File: src/rtl/subword_mem_ctrl.sv
// subword_mem_ctrl: MEM-stage load/store sequencer for a word-wide synchronous RAM.
// Build option: define SUBWORD_BE_EN to write sub-word stores with byte enables instead of read-modify-write.
module subword_mem_ctrl #(
  parameter bit BIG_ENDIAN = 1'b0,
  parameter int RAM_LAT    = 1
) (
  input  logic        clk,
  input  logic        rst_n,
  input  logic        req,
  input  logic        we,
  input  logic [1:0]  size,
  input  logic        sign_ext,
  input  logic [31:0] addr,
  input  logic [31:0] wdata,
  output logic        busy,
  output logic        done,
  output logic [31:0] rdata,
  output logic        addr_err,
  output logic        mem_en,
  output logic        mem_we,
  output logic [3:0]  mem_be,
  output logic [29:0] mem_addr,
  output logic [31:0] mem_wdata,
  input  logic [31:0] mem_rdata
);

  // state | meaning
  // IDLE  | waiting for req
  // ERR   | addr_err pulse, no RAM access
  // RD    | RAM read issued
  // LDRET | RAM data returned, extended load result on rdata, done
  // MERGE | RAM data returned, store lane merged into the word
  // WR    | RAM write issued, done

  if (RAM_LAT != 1) begin : g_ram_lat_check
    $error("subword_mem_ctrl: only RAM_LAT=1 is supported");
  end

`ifdef SUBWORD_BE_EN
  localparam bit BE_EN = 1'b1;
`else
  localparam bit BE_EN = 1'b0;
`endif

  typedef enum logic [2:0] {S_IDLE, S_ERR, S_RD, S_LDRET, S_MERGE, S_WR} state_t;

  state_t      state;
  logic        op_we;
  logic        op_sext;
  logic [1:0]  op_size;
  logic [1:0]  op_off;
  logic [15:0] op_wdata;
  logic [31:0] rdata_q;

  logic        req_bad;
  logic        direct_wr;
  logic [1:0]  in_lane;
  logic        in_half;
  logic [3:0]  in_be;
  logic [31:0] in_wdata_rep;
  logic [1:0]  op_lane;
  logic        op_half;
  logic [7:0]  ld_byte;
  logic [15:0] ld_half;
  logic [31:0] ld_ext;
  logic [31:0] merged;

  function automatic logic [1:0] byte_lane(input logic [1:0] off);
    return BIG_ENDIAN ? ~off : off;
  endfunction

  function automatic logic half_lane(input logic off1);
    return BIG_ENDIAN ? ~off1 : off1;
  endfunction

  always_comb begin
    req_bad = (size == 2'b11) ||
              (size == 2'b01 && addr[0]) ||
              (size == 2'b10 && addr[1:0] != 2'b00);
    direct_wr    = we && ((size == 2'b10) || BE_EN);
    in_lane      = byte_lane(addr[1:0]);
    in_half      = half_lane(addr[1]);
    in_be        = 4'hF;
    in_wdata_rep = wdata;
    case (size)
      2'b00: begin
        in_be        = 4'b0001 << in_lane;
        in_wdata_rep = {4{wdata[7:0]}};
      end
      2'b01: begin
        in_be        = in_half ? 4'b1100 : 4'b0011;
        in_wdata_rep = {2{wdata[15:0]}};
      end
      default: begin
        in_be        = 4'hF;
        in_wdata_rep = wdata;
      end
    endcase
  end

  always_comb begin
    op_lane = byte_lane(op_off);
    op_half = half_lane(op_off[1]);
    ld_byte = mem_rdata[{op_lane, 3'b000} +: 8];
    ld_half = mem_rdata[{op_half, 4'b0000} +: 16];
    ld_ext  = mem_rdata;
    case (op_size)
      2'b00:   ld_ext = {{24{op_sext & ld_byte[7]}}, ld_byte};
      2'b01:   ld_ext = {{16{op_sext & ld_half[15]}}, ld_half};
      default: ld_ext = mem_rdata;
    endcase
    merged = mem_rdata;
    if (op_size == 2'b00) merged[{op_lane, 3'b000} +: 8] = op_wdata[7:0];
    else                  merged[{op_half, 4'b0000} +: 16] = op_wdata;
  end

  // RAM data is only valid in the LDRET cycle, so the load result passes straight
  // through then and is held in rdata_q until the next load completes.
  assign rdata = (state == S_LDRET) ? ld_ext : rdata_q;

  always_ff @(posedge clk or negedge rst_n) begin
    if (!rst_n) begin
      state     <= S_IDLE;
      busy      <= 1'b0;
      done      <= 1'b0;
      addr_err  <= 1'b0;
      mem_en    <= 1'b0;
      mem_we    <= 1'b0;
      mem_be    <= 4'h0;
      mem_addr  <= '0;
      mem_wdata <= '0;
      rdata_q   <= '0;
      op_we     <= 1'b0;
      op_sext   <= 1'b0;
      op_size   <= 2'b00;
      op_off    <= 2'b00;
      op_wdata  <= '0;
    end else begin
      done     <= 1'b0;
      addr_err <= 1'b0;
      mem_en   <= 1'b0;
      mem_we   <= 1'b0;
      mem_be   <= 4'h0;
      case (state)
        S_IDLE: begin
          if (req) begin
            op_we    <= we;
            op_sext  <= sign_ext;
            op_size  <= size;
            op_off   <= addr[1:0];
            op_wdata <= wdata[15:0];
            mem_addr <= addr[31:2];
            busy     <= 1'b1;
            if (req_bad) begin
              state    <= S_ERR;
              addr_err <= 1'b1;
            end else if (direct_wr) begin
              state     <= S_WR;
              mem_en    <= 1'b1;
              mem_we    <= 1'b1;
              mem_be    <= in_be;
              mem_wdata <= in_wdata_rep;
              done      <= 1'b1;
            end else begin
              state  <= S_RD;
              mem_en <= 1'b1;
              mem_be <= 4'hF;
            end
          end
        end
        S_ERR: begin
          state <= S_IDLE;
          busy  <= 1'b0;
        end
        S_RD: begin
          if (op_we) begin
            state <= S_MERGE;
          end else begin
            state <= S_LDRET;
            done  <= 1'b1;
          end
        end
        S_LDRET: begin
          state   <= S_IDLE;
          busy    <= 1'b0;
          rdata_q <= ld_ext;
        end
        S_MERGE: begin
          state     <= S_WR;
          mem_en    <= 1'b1;
          mem_we    <= 1'b1;
          mem_be    <= 4'hF;
          mem_wdata <= merged;
          done      <= 1'b1;
        end
        S_WR: begin
          state <= S_IDLE;
          busy  <= 1'b0;
        end
        default: begin
          state <= S_IDLE;
          busy  <= 1'b0;
        end
      endcase
    end
  end

endmodule

File: config.mk
export PLATFORM = sky130hd
export DESIGN_NAME = subword_mem_ctrl
export DESIGN_NICKNAME = d
export VERILOG_FILES = /design/src/rtl/subword_mem_ctrl.sv
export SDC_FILE = /design/constraint.sdc
export NUM_CORES = 1
export LEC_CHECK = 0
export CAP_MARGIN = 0
export CORE_AREA = 4 4 122 124
export DETAILED_ROUTE_END_ITERATION = 16
export DIE_AREA = 0 0 126 128
export PLACE_DENSITY = 0.85
export SETUP_SLACK_MARGIN = 0.3
export SYNTH_ARGS = -nofsm -noshare
export SYNTH_HDL_FRONTEND = slang
export SYNTH_SLANG_ARGS = --single-unit
File: constraint.sdc
create_clock -name clk -period 5.8 [get_ports clk]
set_input_delay 0.58 -clock clk [delete_from_list [all_inputs] [get_ports clk]]
set_output_delay 0.58 -clock clk [all_outputs]
set_load 0.03 [all_outputs]
==> flow_metrics.py <==
metrics = {
    "placement": {
        "place.detailed.hpwl_mm": 16.12,
        "place.gp.congestion": 0.9167,
        "io_buffers": 205,
        "placement.cell_area_um2": 9022,
    },
    "timing": {
        "skew_ps": 7.187,
        "finalSetupViolCount": 0,
        "layout_worst_path_cycle_share_pct": 68.91,
        "finalHoldViolations": 0,
        "rsz0062_at_grt": "false",
        "fin_crit_ps": 3997,
        "max_freq_mhz": 250.2,
        "hold-worst-slack_ps": 382.5,
        "max-slew-margin-rel_pct": 22.09,
        "final_max_slew_viol_count": 0,
        "final.setup.tns_ps": 0,
        "tightestPinTransition_ps": 1169,
    },
    "worst_setup_path": {
        "endpoint_kind": "primary output",
        "r2r_slack_ps": 2860,
        "setup.worst_path.class": "reg -> out",
        "worstPathRequired_ps": 5220,
        "startpoint_type": "flip-flop",
        "timing.critical_path.fanout_max": 35,
        "critical_path_arrival_ps": 3420,
    },
    "status": {
        "outcome": "finished clean",
    },
    "routing": {
        "drt.antenna.violating_nets": 0,
        "drt_iter0_markers": 609,
        "drc": 0,
        "drt_pre_antenna_iters": 5,
        "route.vias.total": 6275,
        "wirelength_mm": 22.70,
        "detail_route.wl_per_cell_um": 22.45,
        "viasPerCell": 6.207,
    },
    "clock_tree": {
        "tritoncts": "yes",
        "post_cts_hold_buffer_count": 0,
        "clock_tree.root_cell": "sky130_fd_sc_hd__clkbuf_16",
        "clock_latency_ps": 420,
        "post_cts_buffers": 0,
        "cts_inserted_buffers": 17,
        "post_cts_resized": 0,
        "deepest_clock_path_buffer_count": 2,
        "cts_sinks": 128,
        "htreeDepth": 4,
        "clkTransAtPathRegs_ps": 60,
    },
    "synthesis": {
        "postSynth.topFlopCell": "sky130_fd_sc_hd__dfrtp_1",
        "synth.ff_latch_count": 128,
        "yosysUniqueCellTypes": 57,
        "post_synth_inst_count": 643,
        "synth_fp_nets": 751,
        "synthTopCellsByCount": "128 x sky130_fd_sc_hd__dfrtp_1, 66 x sky130_fd_sc_hd__mux2_2, 48 x sky130_fd_sc_hd__mux2i_1",
        "syn-cell-area_um2": 7018,
        "synth_edf_count": 0,
        "proportion_of_synthesized_chip_area_in_sequential_cells_pct": 45.64,
        "post-synth-top-area-cell": "sky130_fd_sc_hd__dfrtp_1",
        "yosysWarnings": 0,
        "synthArstFlopShare_pct": 100.0,
        "syn-mean-instance-area_um2": 10.91,
        "synth_top_cell_area_share_pct": 45.64,
        "synth_top_cells_by_area": "sky130_fd_sc_hd__dfrtp_1 46%, sky130_fd_sc_hd__mux2_2 11%, sky130_fd_sc_hd__mux2i_1 6.8%, sky130_fd_sc_hd__a221oi_1 4.9%, sky130_fd_sc_hd__nand3_1 2.8%",
        "synth.most_common_cell": "sky130_fd_sc_hd__dfrtp_1",
    },
    "floorplanning": {
        "die_area_um2": 16130,
        "die_w_um": 126,
        "floorplan.core_area_um2": 13770,
        "placementRows": 43,
        "initial_standard_cell_utilization_of_the_core_pct": 50.95,
        "die_h_um": 128,
        "design.portCount": 206,
    },
    "layout": {
        "post_route_cells_drive_above_1_share_pct": 15.04,
        "final_util_pct": 69.89,
        "number_of_nets_in_the_layout": 926,
        "antennaDiodeCount": 0,
        "finish.instance_area_um2": 9625,
        "areaGrowthSynthToFinish_pct": 37.15,
    },
    "global_routing": {
        "grt_pass1_wl_mm": 35.93,
        "grt_pass1_vias": 6467,
        "gr-total-overflow": 0,
        "track_usage_pct": 28.32,
        "largest_net_degree_at_the_start_of_global_routing": 90,
        "initial_antenna_violation_count": 0,
    },
    "worst_hold_path": {
        "worst_hold_path_type": "in -> async",
    },
    "power": {
        "vdd.ir_drop.worst_mv": 0.4308,
        "power_leakage_nw": 3.922,
        "power-per-cell-area_nw_per_um2": 625.1,
    },
    "run": {
        "maxCapViolations": 0,
    },
}
[metal layers]
metal / part of all wire (%) / wire length (µm) / track usage, %
met5: 0 / 0 / 0
met4: 3.4 / 781 / 11.42
met3: 12 / 2655 / 9.250
met1: 39 / 8857 / 36.32
met2: 46 / 10400 / 44.63
[through the flow]
| stage | power (W) | instances | worst slack, ps |
|---|---|---|---|
| after global placement | 0.004829 | 979 | 2263 |
| after detailed placement | 0.004930 | 979 | 2173 |
| final | 0.006017 | 1011 | 1803 |
| after global routing | 0.006336 | 1011 | 1621 |
| after CTS | 0.006018 | 1011 | 1816 |
| after floorplan | 0.003776 | 643 | 3269 |
[report_power, final]
part | switching, W | internal, W
Sequential | 0.000364 | 0.00134
Clock | 0.000408 | 0.000654
Combinational | 0.00186 | 0.00139
Total | 0.00263 | 0.00339
[state kept, by name, summed over array words and instances (netlist names)]
signal     cells
mem_wdata     32
rdata_q       32
mem_addr      30
op_wdata      16
mem_be         4
state          3
op_lane        2
op_size        2
addr_err       1
busy           1
done           1
mem_en         1
mem_we         1
op_sext        1
op_we          1
[logic make-up (layout without fill, tap and decap cells)]
group | count (synthesis) | in the layout | synth area share (%)
AND/OR/NAND/NOR | 148 | 148 | 11.50
adder cells (fa/ha/maj) | 5 | 5 | 0.8914
flip-flops | 128 | 128 | 45.64
multiplexers | 117 | 117 | 18.08
AO/OA/AOI/OAI | 180 | 180 | 18.67
buffers and inverters | 65 | 253 | 5.224
[worst paths after layout]
path	from	to	depth (start not counted)
setup / recovery	state[0]	rdata[28]	5
hold / removal	rst_n	rdata_q[11]	1
setup reg to reg	op_lane[0]	mem_wdata[16]	6
hold reg to reg	rdata_q[27]	rdata_q[27]	2
max in group asynchronous	rst_n	op_lane[1]	2
min in group clk	rdata_q[27]	rdata_q[27]	2
[worst max-delay path, cell delays in order (launching register included)]
cell and delay [ps]:
sky130_fd_sc_hd__dfrtp_1 580, sky130_fd_sc_hd__nand3b_4 420, sky130_fd_sc_hd__nor3b_1 310, sky130_fd_sc_hd__nand4_1 610
sky130_fd_sc_hd__nand3_1 330, sky130_fd_sc_hd__clkdlybuf4s50_1 710
[cell usage in the layout, fill, tap and decap left out, types with 3 or more instances in the layout]
master	instances
sky130_fd_sc_hd__clkdlybuf4s50_1	204
sky130_fd_sc_hd__dfrtp_1	127
sky130_fd_sc_hd__mux2_2	66
sky130_fd_sc_hd__mux2i_1	48
sky130_fd_sc_hd__nand2_1	41
sky130_fd_sc_hd__nand3_1	39
sky130_fd_sc_hd__a221oi_1	39
sky130_fd_sc_hd__o21ai_0	29
sky130_fd_sc_hd__a211oi_1	25
sky130_fd_sc_hd__nor2_1	21
sky130_fd_sc_hd__clkbuf_16	17
sky130_fd_sc_hd__o21ai_1	16
sky130_fd_sc_hd__o22a_1	16
sky130_fd_sc_hd__a21oi_1	15
sky130_fd_sc_hd__nand2b_1	9
sky130_fd_sc_hd__a221o_1	9
sky130_fd_sc_hd__buf_4	9
sky130_fd_sc_hd__a22o_1	8
sky130_fd_sc_hd__inv_1	7
sky130_fd_sc_hd__or3_1	7
sky130_fd_sc_hd__a211o_1	7
sky130_fd_sc_hd__a31oi_1	7
sky130_fd_sc_hd__nor2b_1	5
sky130_fd_sc_hd__ha_1	5
sky130_fd_sc_hd__clkinv_2	4
sky130_fd_sc_hd__nor2_4	3
sky130_fd_sc_hd__clkinv_4	3
sky130_fd_sc_hd__clkinvlp_4	3
[area by class of cell]
| cell class | count | area, µm² |
|---|---|---|
| flip-flops and latches | 128 | 3204 |
| inverters | 8 | 35.03 |
| repair buffers | 213 | 2110 |
| well taps | 180 | 225.2 |
| multi-input cells | 450 | 3461 |
| clock buffers | 19 | 452.9 |
| clock inverters | 13 | 137.6 |
| fillers | 1041 | 4148 |
Note: power is estimated with default switching activity, not from simulation.
==> RTL edit 1: new RTL, config.mk and constraints unchanged <==
The 6 states of `state_t` get a Gray code encoding in 3 bits.
--- a/src/rtl/subword_mem_ctrl.sv
+++ b/src/rtl/subword_mem_ctrl.sv
@@ -43,5 +43,5 @@
 `endif
 
-  typedef enum logic [2:0] {S_IDLE, S_ERR, S_RD, S_LDRET, S_MERGE, S_WR} state_t;
+  typedef enum logic [2:0] {S_IDLE = 3'b000, S_ERR = 3'b001, S_RD = 3'b011, S_LDRET = 3'b010, S_MERGE = 3'b110, S_WR = 3'b111} state_t;
 
   state_t      state;
Check against the original RTL: no difference found for any inputs over 4 cycles, from zero or initial values and one cycle with rst_n low; so few cycles prove little.
==> RTL edit 1 against the unedited design <==
- first-iteration DRC count increased by 15%
- maximum frequency is 1.8% higher
- final area shrank 4.0%
- total power fell by 13%
- synthesized area down 7.8%
- utilization shrank 2.8 points
- worst setup slack gained 0.070 ns
- non-clock buffer count shrank 1
- routed wire length fell by 3.7%
- combinational power shrank 26%
- sequential cell count stayed put
- sequential power is 9% lower
- worst hold slack worse by 0.035 ns
- critical path type unchanged
- largest power group unchanged
==> RTL edit 1: results (changes against the unedited design) <==
worst_setup_path:
  cp_slowest_stage_delay_ns: 0.85  # was 0.71 ns
  crit_path_top_delay_cell: "or4b_1"  # was clkdlybuf4s50_1
  reg2reg_slack_ns: 2.92  # was 2.86 ns
  reg2reg_depth: 7  # was 6
  cp-endpoint: "rdata[19]"  # was rdata[28]
  worstPathMaxFanout: 34  # was 35
  r2r_start: "op_lane[1]$_DFFE_PN0P_"  # was op_lane[0]$_DFFE_PN0P_
  rr_endpoint: "mem_wdata[0]$_DFFE_PN0P_"  # was mem_wdata[16]$_DFFE_PN0P_
  crit_family: "simple AND/OR/NAND/NOR gates"  # unchanged
  startpoint: "op_size[1]$_DFFE_PN0P_"  # was state[0]$_DFFE_PN0N_
placed_design:
  dp_hpwl_um: 15300  # was 16,100 um
  placed_area_sq_um: 8550  # was 9020 sq um
  place.gp.congestion: 0.916  # was 0.917
  numPortBuffers: 205  # unchanged
cells_and_area:
  drive_above_1_share_pct: 7.02  # was 15.0%
  top_regs: "mem_wdata: 32 flops, rdata_q: 32 flops, mem_addr: 30 flops"  # unchanged
  nets: 993  # was 926
  num-fill-cells: 1146  # was 1,041
  antenna_cells: 0  # unchanged
logic_synthesis:
  ys.flop_type: "dfrtp_1"  # unchanged
  synth_fp_nets: 817  # was 751
  ys_warn_count: 0  # unchanged
  yosys-top-cells-count: "nand2_1 (227), dfrtp_1 (128), nand3_1 (57)"  # was dfrtp_1 (128), mux2_2 (66), mux2i_1 (48)
  ys_seq_area_share_pct: 49.5  # was 45.6%
  synth.distinct_cells: 52  # was 57
  ys_async_sr_fraction_pct: 100  # unchanged
  yosys-top-cells-area: "dfrtp_1 (50%), nand2_1 (13%), nand3_1 (4.4%), mux2i_1 (4.2%), a221oi_1 (2.2%)"  # was dfrtp_1 (46%), mux2_2 (11%), mux2i_1 (6.8%), a221oi_1 (4.9%), nand3_1 (2.8%)
route:
  first_pass_iters: 5  # unchanged
  vias: 6236  # was 6,275
  drt_iter0_markers: 700  # was 609
  wl_per_cell_um: 20.3  # was 22.4 um
pwr:
  ir_drop_mv: 0.315  # was 0.431 mV
  swShare_pct: 41.1  # was 43.7%
  static-leakage-power_nw: 4.20  # was 3.92 nW
global_route:
  grt_max_degree: 85  # was 90
  grt_pass1_wl_um: 34600  # was 35,900 um
  antenna_found_initial: 0  # unchanged
  grt_usage_pct: 27.3  # was 28.3%
cts:
  clk_latency_ns: 0.42  # about the same
  cts-resized-gates: 0  # unchanged
  cts_max_level: 4  # unchanged
  clkTransAtPathRegs_ns: 0.06  # about the same
  cts_buffers: 17  # unchanged
  clockBufferDepth: 2  # unchanged
  post_cts_buffers: 0  # unchanged
  cts_root_buffer: "clkbuf_16"  # unchanged
sta:
  skew_ns: 0.00595  # was 0.00719 ns
  worstMarginPinSlew_ns: 1.08  # was 1.17 ns
worst_hold_path:
  hp-class: "input port to async pin"  # unchanged
run_status:
  status: "finished, final reports clean"  # unchanged
==> RTL edit 1: routing by layer <==
layer / vias to the layer above / share of wire [%] / GRT usage (%)
met1: 2967 / 39 / 34.2
met3: 57 / 10 / 8.88
li1: 2860 / - / -
met2: 352 / 48 / 44.4
met5: - / 0 / 0
met4: 0 / 3.3 / 9.91
==> RTL edit 1: cell families after synthesis <==
kind of cell	count (synthesis)	share of synthesized area, %
simple gates	354	24.6
mux	28	4.53
flops	128	49.5
compound gates	130	16.0
fa+ha+maj	5	0.967
buf+inv	64	4.47
==> RTL edit 1: worst min-delay path by stage <==
stage,endpoint,slack (ns),depth (start not counted)
detailed placement,mem_addr[7]$_DFFE_PN0P_,0.46,2
CTS,rdata_q[26]$_DFF_PN0_,0.41,1
global route,rdata_q[26]$_DFF_PN0_,0.44,1
floorplan,addr_err$_DFF_PN0_,0.28,0
global placement,mem_addr[8]$_DFFE_PN0P_,0.46,2
finish,rdata_q[26]$_DFF_PN0_,0.35,1
==> RTL edit 1: layout make-up <==
type	count	area (sq um)	share of cell area (%)
Sequential cell	128	3200	34.7
Multi-Input combinational cell	517	2990	32.3
Timing Repair Buffer	212	2100	22.8
Clock buffer	19	453	4.90
Clock inverter	13	234	2.53
Tap cell	180	225	2.44
Inverter	9	33.8	0.366
==> RTL edit 1: power by group through the flow <==
stage | clock network [W] | registers [W] | logic [W]
after floorplan | 0 | 0.00181 | 0.00116
after global placement | 0 | 0.00153 | 0.00237
after detailed placement | 0 | 0.00154 | 0.00241
after CTS | 0.00125 | 0.00154 | 0.00243
after global routing | 0.00129 | 0.00159 | 0.00260
final | 0.00124 | 0.00154 | 0.00242
==> RTL edit 1: through the flow <==
step | hold slack [ns] | worst slack [ns] | std cells
2_1_floorplan | 0.284 | 3.22 | 709
3_3_place_gp | 0.457 | 2.34 | 1046
3_5_place_dp | 0.462 | 2.25 | 1046
4_1_cts | 0.406 | 1.86 | 1078
5_1_grt | 0.440 | 1.70 | 1078
6_report | 0.348 | 1.87 | 1078
==> RTL edit 1: worst reg2reg max path: stages, from the launching register on <==
cell and delay, ns:
dfrtp_1 0.32, buf_4 0.44, inv_1 0.40, ha_1 0.43, nand4bb_1 0.23, mux2i_1 0.58, a32oi_1 0.29, nand3_1 0.14
==> RTL edit 2: new RTL, same settings <==
Made on the original files. `BIG_ENDIAN`: 1'b0 -> 1'b1.
--- a/src/rtl/subword_mem_ctrl.sv
+++ b/src/rtl/subword_mem_ctrl.sv
@@ -2,5 +2,5 @@
 // Build option: define SUBWORD_BE_EN to write sub-word stores with byte enables instead of read-modify-write.
 module subword_mem_ctrl #(
-  parameter bit BIG_ENDIAN = 1'b0,
+  parameter bit BIG_ENDIAN = 1'b1,
   parameter int RAM_LAT    = 1
 ) (
Function: changed (Yosys sat finds a counterexample within 4 cycles, from zero or initial values and one cycle with rst_n low).
==> RTL edit 2 against the unedited design <==
- sequential cell count is the same
- routed wire length shrank 1.5%
- worst setup slack gained 0.088 ns
- total power grew 1.8%
- clock power grew 10%
- global-route usage shrank 1.1 points
- critical endpoint is now rdata[1]
- final area shrank 1.5%
- synthesized cell count shrank 5.4%
- synthesized area shrank 3.4%
==> RTL edit 2: results (changes against the unedited design) <==
route:
  viasPerCell: 6.12  # was 6.21
  drt_iter0_markers: 747  # was 609
  wl_per_cell_um: 22.7  # was 22.4 um
  wl_met2_um: 11000  # was 10,400 um
  wl_met3_um: 2410  # was 2660 um
  first_pass_iters: 9  # was 5
  wl_met1_um: 8440  # was 8860 um
placed_design:
  dp_hpwl_um: 16000  # was 16,100 um
  placed_area_sq_um: 8840  # was 9020 sq um
  pre_cts_ws_ns: 2.31  # was 2.17 ns
logic_synthesis:
  synth-compound-area-share_pct: 18.5  # was 18.7%
  ys_seq_area_share_pct: 47.2  # was 45.6%
  synth_fa_ha_area_share_pct: 0.923  # was 0.891%
  synth.area.mux_share_pct: 18.2  # was 18.1%
  yosys-top-cells-area: "dfrtp_1 (47%), mux2_2 (11%), mux2i_1 (7.5%), a221oi_1 (4.3%), o21ai_0 (2.8%)"  # was dfrtp_1 (46%), mux2_2 (11%), mux2i_1 (6.8%), a221oi_1 (4.9%), nand3_1 (2.8%)
global_route:
  grt_pass1_wl_um: 34400  # was 35,900 um
  grt_usage_pct: 27.3  # was 28.3%
  grt_max_degree: 76  # was 90
  first_global_vias: 6172  # was 6,467
  grtUsageMet2_pct: 45.6  # was 44.6%
  grtUsageMet3_pct: 8.83  # was 9.25%
worst_setup_path:
  worstPathMaxFanout: 34  # was 35
  reg2reg_depth: 7  # was 6
  crit_path_top_delay_cell: "nor3_1"  # was clkdlybuf4s50_1
  cp_slowest_stage_delay_ns: 0.81  # was 0.71 ns
run_status:
  status: "finished, final reports clean"  # unchanged
pwr:
  ir_drop_mv: 0.427  # was 0.431 mV
==> RTL edit 2: cell count changes in the layout (fill, tap and decap cells not counted), sizes merged, moves of 7 or more <==
cell,change
or3,-7
a21oi,+14
a221o,-9
a211o,+9
nand3b,+7
a22o,-7
a211oi,-17
a222oi,+7
o211ai,+7
o21ai,-7
nand2,+9
o22a,-8
==> RTL edit 2: power breakdown <==
part	total, W	switching [W]	internal (W)	leakage (nW)
Combinational	0.00323	0.00186	0.00137	2.09
Sequential	0.00172	0.000379	0.00135	1.51
Clock	0.00117	0.000412	0.000755	0.305
==> RTL edit 2: cells by family after synthesis <==
family,after synthesis
compound gates,167
simple gates,136
flops,128
mux,115
buf+inv,57
fa+ha+maj,5
==> RTL edit 2: through the flow <==
stage,total power [W],cells
2_1_floorplan,0.00374,608
3_3_place_gp,0.00483,953
3_5_place_dp,0.00494,953
4_1_cts,0.00613,985
5_1_grt,0.00643,985
6_report,0.00612,985
==> RTL edit 2: path summary, 6_finish.rpt <==
path | from | to | slack [ns]
min in group clk | rdata_q[3]$_DFF_PN0_ | rdata_q[3]$_DFF_PN0_ | 0.49
min | rst_n | rdata_q[2]$_DFF_PN0_ | 0.33
max in group asynchronous | rst_n | mem_we$_DFF_PN0_ | 4.19
max reg2reg | op_off[1]$_DFFE_PN0P_ | mem_wdata[31]$_DFFE_PN0P_ | 2.92
min reg2reg | rdata_q[3]$_DFF_PN0_ | rdata_q[3]$_DFF_PN0_ | 0.49
max | op_size[1]$_DFFE_PN0P_ | rdata[1] | 1.89
==> RTL edit 2: final cells by class <==
class | instances | area (sq um)
clock inverter | 12 | 181
fill | 1032 | 4290
timing repair buffer | 212 | 2100
clock buffer | 20 | 467
multi-input combinational | 423 | 3270
tap | 180 | 225
sequential | 128 | 3200
inverter | 10 | 37.5
